`config.mk`:
```
export PLATFORM = sky130hd
export DESIGN_NAME = ntt_mod_mult
export DESIGN_NICKNAME = d
export VERILOG_FILES = /design/src/rtl/ntt_pkg.sv /design/src/rtl/barrett_final_reduce.sv /design/src/rtl/ntt_mod_mult.sv
export SDC_FILE = /design/constraint.sdc
export NUM_CORES = 2
export LEC_CHECK = 0
export CORE_ASPECT_RATIO = 1.2
export CORE_MARGIN = 4
export CORE_UTILIZATION = 39
export DETAILED_ROUTE_END_ITERATION = 10
export PLACE_DENSITY = 0.69
export SETUP_SLACK_MARGIN = 0.15
export SYNTH_ARGS = -nofsm -noshare
export SYNTH_HDL_FRONTEND = slang
export SYNTH_HIERARCHICAL = 1
export SYNTH_SLANG_ARGS = --single-unit
export TNS_END_PERCENT = 50
```
`constraint.sdc`:
```
create_clock -name clk_i -period 6.45 [get_ports clk_i]
set_clock_uncertainty 0.15 [all_clocks]
set_input_delay 0.9675 -clock clk_i [delete_from_list [all_inputs] [get_ports clk_i]]
set_output_delay 0.9675 -clock clk_i [all_outputs]
set_load 0.01 [all_outputs]
```
`src/rtl/ntt_pkg.sv`:
```
// Shared constants for the NTT modular multiplier: pipeline latency and the
// Barrett parameters for the two supported primes.
package ntt_pkg;

    localparam int NTT_MULT_LAT = 4;

    // q = 3329, K = 12, mu = floor(2^24 / 3329)
    localparam int Q_3329_K  = 12;
    localparam int Q_3329    = 3329;
    localparam int MU_3329   = 5039;

    // q = 7681, K = 13, mu = floor(2^26 / 7681)
    localparam int Q_7681_K  = 13;
    localparam int Q_7681    = 7681;
    localparam int MU_7681   = 8736;

endpackage

```
`src/rtl/barrett_final_reduce.sv`:
```
// Final Barrett correction: brings r from 0..3q-1 into 0..q-1 with at most
// two conditional subtractions of q. Purely combinational.
module barrett_final_reduce #(
    parameter int DATA_WIDTH = 16,
    parameter int MOD_BITS   = 12
) (
    input  logic [MOD_BITS+1:0]   r_i,
    input  logic [DATA_WIDTH-1:0] q_i,
    output logic [DATA_WIDTH-1:0] result_o
);

    localparam int EW = DATA_WIDTH + 3;

    function automatic logic [EW-1:0] cond_sub(input logic [EW-1:0] x,
                                               input logic [EW-1:0] q);
        return (x >= q) ? (x - q) : x;
    endfunction

    logic [EW-1:0] r1;
    logic [EW-1:0] r2;
    logic          unused_hi;

    always_comb begin
        r1 = cond_sub(EW'(r_i), EW'(q_i));
        r2 = cond_sub(r1, EW'(q_i));
    end

    assign result_o  = r2[DATA_WIDTH-1:0];
    assign unused_hi = ^r2[EW-1:DATA_WIDTH];

endmodule

```
`src/rtl/ntt_mod_mult.sv`:
```
// Four-stage Barrett modular multiplier (a*b mod q) with valid/ready and a
// global stall. Define NTT_MULT_TAG_EN to carry a user tag alongside each operation.
module ntt_mod_mult
    import ntt_pkg::*;
#(
    parameter int DATA_WIDTH = 16,
    parameter int MOD_BITS   = 12
`ifdef NTT_MULT_TAG_EN
    ,
    parameter int TAG_WIDTH  = 8
`endif
) (
    input  logic                  clk_i,
    input  logic                  rst_i,
    input  logic                  clear_i,
    input  logic [DATA_WIDTH-1:0] modulus_i,
    input  logic [MOD_BITS+1:0]   mu_i,
    input  logic                  valid_i,
    output logic                  ready_o,
    input  logic [DATA_WIDTH-1:0] a_i,
    input  logic [DATA_WIDTH-1:0] b_i,
`ifdef NTT_MULT_TAG_EN
    input  logic [TAG_WIDTH-1:0]  tag_i,
    output logic [TAG_WIDTH-1:0]  tag_o,
`endif
    output logic                  valid_o,
    input  logic                  ready_i,
    output logic [DATA_WIDTH-1:0] result_o
);

    localparam int PW = 2 * DATA_WIDTH;
    localparam int RW = MOD_BITS + 2;
    localparam int MW = PW + RW;
    localparam int TW = RW + DATA_WIDTH;

    logic [NTT_MULT_LAT-1:0] vld_q, vld_d;
    logic [PW-1:0]           prod_p1_q, prod_p1_d;
    logic [RW-1:0]           plo_p2_q, plo_p2_d;
    logic [RW-1:0]           t_p2_q, t_p2_d;
    logic [RW-1:0]           r_p3_q, r_p3_d;
    logic [DATA_WIDTH-1:0]   res_p4_q, res_p4_d;
    logic [DATA_WIDTH-1:0]   res_red;
    logic [MW-1:0]           qm_full;
    logic [TW-1:0]           tq_full;
    logic                    adv;
    logic                    unused_bits;

    // One stall signal freezes every stage while the output is blocked.
    assign ready_o = !(vld_q[NTT_MULT_LAT-1] && !ready_i);
    assign adv     = ready_o;

    assign qm_full = MW'(prod_p1_q >> (MOD_BITS - 1)) * MW'(mu_i);
    assign tq_full = TW'(t_p2_q) * TW'(modulus_i);

    // r = p - t*q is exact modulo 2^(K+2) because the true value is below 3q.
    assign unused_bits = ^{qm_full[MOD_BITS:0], qm_full[MW-1:MOD_BITS+1+RW], tq_full[TW-1:RW]};

    barrett_final_reduce #(
        .DATA_WIDTH (DATA_WIDTH),
        .MOD_BITS   (MOD_BITS)
    ) u_final (
        .r_i      (r_p3_q),
        .q_i      (modulus_i),
        .result_o (res_red)
    );

    always_comb begin
        vld_d     = vld_q;
        prod_p1_d = prod_p1_q;
        plo_p2_d  = plo_p2_q;
        t_p2_d    = t_p2_q;
        r_p3_d    = r_p3_q;
        res_p4_d  = res_p4_q;
        if (adv) begin
            vld_d = {vld_q[NTT_MULT_LAT-2:0], valid_i};
            if (valid_i) begin
                prod_p1_d = PW'(a_i) * PW'(b_i);
            end
            if (vld_q[0]) begin
                t_p2_d   = qm_full[MOD_BITS+1 +: RW];
                plo_p2_d = prod_p1_q[RW-1:0];
            end
            if (vld_q[1]) begin
                r_p3_d = plo_p2_q - tq_full[RW-1:0];
            end
            if (vld_q[2]) begin
                res_p4_d = res_red;
            end
        end
        if (clear_i) begin
            vld_d = '0;
        end
    end

    always_ff @(posedge clk_i or posedge rst_i) begin
        if (rst_i) begin
            vld_q     <= '0;
            prod_p1_q <= '0;
            plo_p2_q  <= '0;
            t_p2_q    <= '0;
            r_p3_q    <= '0;
            res_p4_q  <= '0;
        end else begin
            vld_q     <= vld_d;
            prod_p1_q <= prod_p1_d;
            plo_p2_q  <= plo_p2_d;
            t_p2_q    <= t_p2_d;
            r_p3_q    <= r_p3_d;
            res_p4_q  <= res_p4_d;
        end
    end

    assign valid_o  = vld_q[NTT_MULT_LAT-1];
    assign result_o = res_p4_q;

`ifdef NTT_MULT_TAG_EN
    logic [NTT_MULT_LAT-1:0][TAG_WIDTH-1:0] tag_q, tag_d;

    always_comb begin
        tag_d = tag_q;
        if (adv) begin
            if (valid_i) begin
                tag_d[0] = tag_i;
            end
            for (int s = 1; s < NTT_MULT_LAT; s++) begin
                if (vld_q[s-1]) begin
                    tag_d[s] = tag_q[s-1];
                end
            end
        end
    end

    always_ff @(posedge clk_i or posedge rst_i) begin
        if (rst_i) begin
            tag_q <= '0;
        end else begin
            tag_q <= tag_d;
        end
    end

    assign tag_o = tag_q[NTT_MULT_LAT-1];
`endif

endmodule
```
[Word-level counts from Yosys, hierarchy flattened]
Index checks and enable logic that the tools add are counted.
Cells by class
  reduce and logical (&&, ||, !) cells: 7
  bitwise operators: 1
  multiplexer cells: 4
  order comparisons: 2
  $add $sub $neg: 3
  equality and inequality tests: 1
  $mul: 3
Operator list (count)
  $mul A16 B16 Y32: 1
  $mul A21 B14 Y27: 1
  $ge A19 B16 Y1: 1
  $mux W19: 1
  $sub A14 B16 Y17: 1
  $ge A14 B16 Y1: 1
  $mul A14 B16 Y14: 1
  $mux W16: 1
  $sub A16 B16 Y16: 1
  $sub A14 B14 Y14: 1
  $mux W4: 2
  $reduce_and A2 Y1: 4
  $logic_not A1 Y1: 2
  $ne A2 B2 Y1 const B: 1
  $logic_and A1 B1 Y1: 1
  $not A1 Y1: 1
Word-level totals
  output and inout bits: 18
  logic and storage cells: 27
  bits in registers: 94
  input port bits: 67

[Longest topological paths before layout]
  depth in word-level cells: 4
  mapped depth: 24
  gate-level depth less buffers: 23

[Modules after synthesis]
Netlist, hierarchy kept.
Modules (own cells, without submodules)
  ntt_mod_mult: area each 22982.0 µm², instances 1, seq. area each 2352.3 µm², cells each 2518
  barrett_final_reduce: area each 1824.2 µm², instances 1, seq. area each 0.0 µm², cells each 240

[Least setup slack after synthesis]
Ideal clock, no wire load.
  path type: in2reg
  start point: input mu_i[2]
  end point: register t_p2_q[12]
  slack: -0.284 ns
  path buffers: 1
  required time: 6.175 ns
  data arrival time: 6.460 ns
  stages: 24
  library setup time: 0.125 ns
  path through: clkbuf_1 > and2_1 > fa_1 > inv_1 > fa_1 > inv_1 > fa_1 > inv_1 > fa_1 > inv_1 > fa_1 > inv_1 > fa_1 > inv_1 > ha_1 > nand3_1 > a211o_1 > o22a_1 > o311ai_4 > a31oi_4 > o211ai_1 > nand2_1 > xnor2_1 > mux2_2
On the way
  cells in the longest elaborated chain, start to end: 1
RTL lines
  start: declaration: RTL line ntt_mod_mult.sv:17  | input logic [MOD_BITS+1:0] mu_i,
  $mul A21 B14 Y27: RTL line ntt_mod_mult.sv:52  | assign qm_full = MW'(prod_p1_q >> (MOD_BITS - 1)) * MW'(mu_i);
  end signal: assignment: RTL line ntt_mod_mult.sv:107  | t_p2_q <= t_p2_d;
  end: declaration: RTL line ntt_mod_mult.sv:39  | logic [RW-1:0] t_p2_q, t_p2_d;
Every way passes these cells.
A chain may end at the register's enable or synchronous reset.

[Final worst setup path]
  start point: input a_i[5]
  end point: register prod_p1_q[26]
On the way
  cells in the longest elaborated chain, start to end: 1
RTL lines
  start: declaration: RTL line ntt_mod_mult.sv:20  | input logic [DATA_WIDTH-1:0] a_i,
  $mul A16 B16 Y32: RTL line ntt_mod_mult.sv:77  | prod_p1_d = PW'(a_i) * PW'(b_i);
  end signal: assignment: RTL line ntt_mod_mult.sv:105  | prod_p1_q <= prod_p1_d;
  end: declaration: RTL line ntt_mod_mult.sv:37  | logic [PW-1:0] prod_p1_q, prod_p1_d;
Every way passes these cells.

==> results.py <==
metrics = {
    "cells_and_area": {
        "seq_area_um2": 2354,
        "stdcell_count": 3897,
        "multi_input_area_um2": 20560,
        "syn2layout_area_growth_pct": 21.12,
        "nFillCells": 5900,
        "nets": 3840,
        "diodes": 0,
        "drive_gt1_frac": 0.1982,
    },
    "floorplan": {
        "std_cell_rows": 101,
        "initial_core_util": 0.3926,
        "coreArea_um2": 63190,
        "num_io_pins": 85,
        "die-height_um": 284.3,
        "die_area_um2": 67720,
        "die_width_um": 238.2,
    },
    "setup_path": {
        "r2r-end": "t_p2_q[12]",
        "cp_slowest_cell": "fa_1",
        "critical-path-top-delay-family": "adder cells",
        "path_buf_inv": 6,
        "critical_path_class": "in -> reg",
        "crit_path_max_fanout": 4,
        "cp_slowest_stage_delay_ns": 0.60,
        "cp.arrival_ns": 6.52,
        "crit_chain": "buf_8 > buf_6 > buf_6 > and2_4 > fa_1 > fa_1 > fa_1 > fa_2 > fa_1 > inv_1 > fa_1 > inv_2 > ha_4 > o21a_1 > nor2_2 > or4_4 > a21o_1 > buf_4 > a21boi_2 > o21a_1 > nor3_1 > o41ai_1",
        "required_ns": 6.56,
        "rr_worst_depth": 23,
        "end_kind": "register",
        "cp_common_cell": "fa_1",
        "rr_startpoint": "prod_p1_q[17]",
        "reg2reg_slack_ns": 0.24,
        "start_kind": "primary input",
    },
    "min_path": {
        "whs_endpoint": "prod_p1_q[9]",
        "hold_class": "reg -> reg",
        "hp-start": "prod_p1_q[9]",
        "hold_depth": 2,
    },
    "timing": {
        "hold_viol": 0,
        "tightest_slew_ns": 0.9228,
        "max_slew_margin": 0.3833,
        "rsz0062_at_grt": "true",
        "fmax_mhz": 156.1,
        "finalCritPeriodShare": 0.9932,
        "setup_violations": 0,
        "period_minus_slack_ns": 6.406,
        "maxSlewViolCount": 0,
    },
    "clock_network": {
        "cts_sinks": 94,
        "clk_pin_slew_ns": 0.07,
        "insertion_delay_ns": 0.37,
        "hold_buffers": 0,
        "cts_tree": "yes",
        "cts_buffer_depth": 2,
        "root_buffer": "clkbuf_16",
        "cts_made_buffers": 9,
        "cts_max_level": 3,
    },
    "logic_synthesis": {
        "async_flop_share": 1.000,
        "synth.largest_area_cell": "fa_1",
        "yosys_warnings": 6,
        "yosys.cell_types.count": 83,
        "syn-num-nets": 3530,
        "ys.flop_type": "dfrtp_1",
        "avgSynthCellArea_um2": 8.994,
        "synth_top_area_share": 0.3753,
        "synth-seq-cells": 94,
        "synth.yosys.seq_area_share": 0.09482,
        "syn_area_um2": 24810,
        "synth_edf_count": 0,
        "synth_cells": 2758,
        "ys_top_cells_by_area": "fa_1, ha_1, dfrtp_1",
    },
    "routing": {
        "wl_per_cell_um": 15.99,
        "ant_nets": 0,
        "drcViolationCount": 0,
        "first_pass_iters": 7,
        "drtIter0Drc": 833,
        "vias": 19030,
        "viasPerCell": 4.882,
        "routed_wl_um": 62310,
    },
    "placed_design": {
        "gp_congestion": 0.8835,
        "dpl.hpwl_um": 52040,
        "io_buffers": 84,
        "numPlacedInstances": 3815,
    },
    "global_route": {
        "grt_first_pass_wirelength_um": 104600,
        "grt_start_max_net_pins": 53,
        "antenna_found_initial": 0,
        "grt_pass1_vias": 21030,
        "grt_usage": 0.1877,
        "overflow": 0,
    },
    "job": {
        "cap_violations": 0,
    },
    "outcome": {
        "status": "complete, no violations",
    },
}
worst max-delay path by stage:
stage                  from       endpoint  slack (ns)  cells past startpoint
global placement     a_i[8]  prod_p1_q[30]       -0.66                     23
finish               a_i[5]  prod_p1_q[26]        0.04                     22
global route         b_i[4]  prod_p1_q[26]       -0.17                     24
detailed placement   a_i[8]  prod_p1_q[28]       -0.75                     23
floorplan           mu_i[3]     t_p2_q[12]       -0.03                     24
CTS                  a_i[5]  prod_p1_q[30]        0.03                     21
registers in the layout (all words and copies together), names as in the netlist:
name / count
prod_p1_q: 32
result_o: 16
plo_p2_q: 14
r_p3_q: 14
t_p2_q: 14
vld_q: 4
cell usage after synthesis, types with 3 or more instances:
cell,number
mux2_2,49
clkbuf_1,101
a21o_1,27
dfrtp_1,94
a21oi_1,65
nand2b_1,5
ha_1,240
nand4_1,8
o21a_1,16
nand2_1,424
nor3_1,12
a31oi_1,7
a211oi_1,7
or3_1,4
o31ai_1,7
o211ai_1,7
nor2_1,46
mux2i_1,3
mux2_4,8
o21ai_1,3
nand3_1,10
and2_1,302
xor2_1,28
nor2b_1,8
xnor2_1,87
inv_1,570
and3_1,5
buf_1,3
o21ai_0,75
or2_2,3
o21bai_1,8
fa_1,465
final cells by class:
cell class,count,share of cell area
Clock buffer,12,0.008870
Sequential cell,94,0.07833
Tap cell,824,0.03431
Inverter,571,0.07142
Clock inverter,4,0.001749
Timing Repair Buffer,405,0.1209
Multi-Input combinational cell,1987,0.6844
placed cells by master, fill, tap and decap left out, types with 10 or more instances in the layout:
master / count
a21o_1: 27
a21oi_1: 56
and2_1: 272
and2_4: 31
buf_12: 15
buf_2: 15
buf_4: 263
buf_6: 38
clkbuf_16: 10
clkdlybuf4s50_1: 40
dfrtp_1: 93
fa_1: 440
fa_2: 25
ha_1: 215
ha_4: 22
inv_1: 547
inv_2: 22
mux2_2: 49
nand2_1: 409
nand2_2: 12
nor2_1: 42
nor3_1: 10
o21a_1: 16
o21ai_0: 67
xnor2_1: 87
xor2_1: 28
tightest hold or removal path, stage by stage, from the launching register on:
cell and delay [ns]:
dfrtp_1 0.34, nand2_1 0.05, o21ai_0 0.06
layer usage:
layer | global-route usage | share of wire
met5 | 0 | 0
met4 | 0.05734 | 0.037
met3 | 0.01873 | 0.037
met2 | 0.3541 | 0.54
met1 | 0.2232 | 0.39
timing repair:
item / in CTS / in global routing
setup buffers: 52 / 8
setup endpoints to repair: 25 / 20
resized for setup: 275 / 82
pin swaps: 124 / 64
gates cloned: 5 / 1
through the flow:
stage | setup WS, ns | area, um^2 | util | setup TNS, ns | hold WS, ns
global route | -0.1737 | 30050 | 0.4755 | -0.8479 | 0.3635
CTS | 0.02883 | 29740 | 0.4708 | 0 | 0.3349
global placement | -0.6608 | 28390 | 0.4493 | -13.54 | 0.3083
finish | 0.04385 | 30050 | 0.4755 | 0 | 0.3307
floorplan | -0.03073 | 24990 | - | -0.03073 | 0.2946
detailed placement | -0.7519 | 28390 | 0.4493 | -14.73 | 0.3211
kinds of logic after synthesis:
family | synth area share
adder cells (fa/ha/maj) | 0.4963
AO/OA/AOI/OAI | 0.07369
XOR/XNOR | 0.04060
multiplexers | 0.02830
AND/OR/NAND/NOR | 0.1633
buffers and inverters | 0.1029
flip-flops | 0.09483
Power is not shown: default switching activity piles up to over one toggle a cycle in this logic, so the estimate is an artifact.
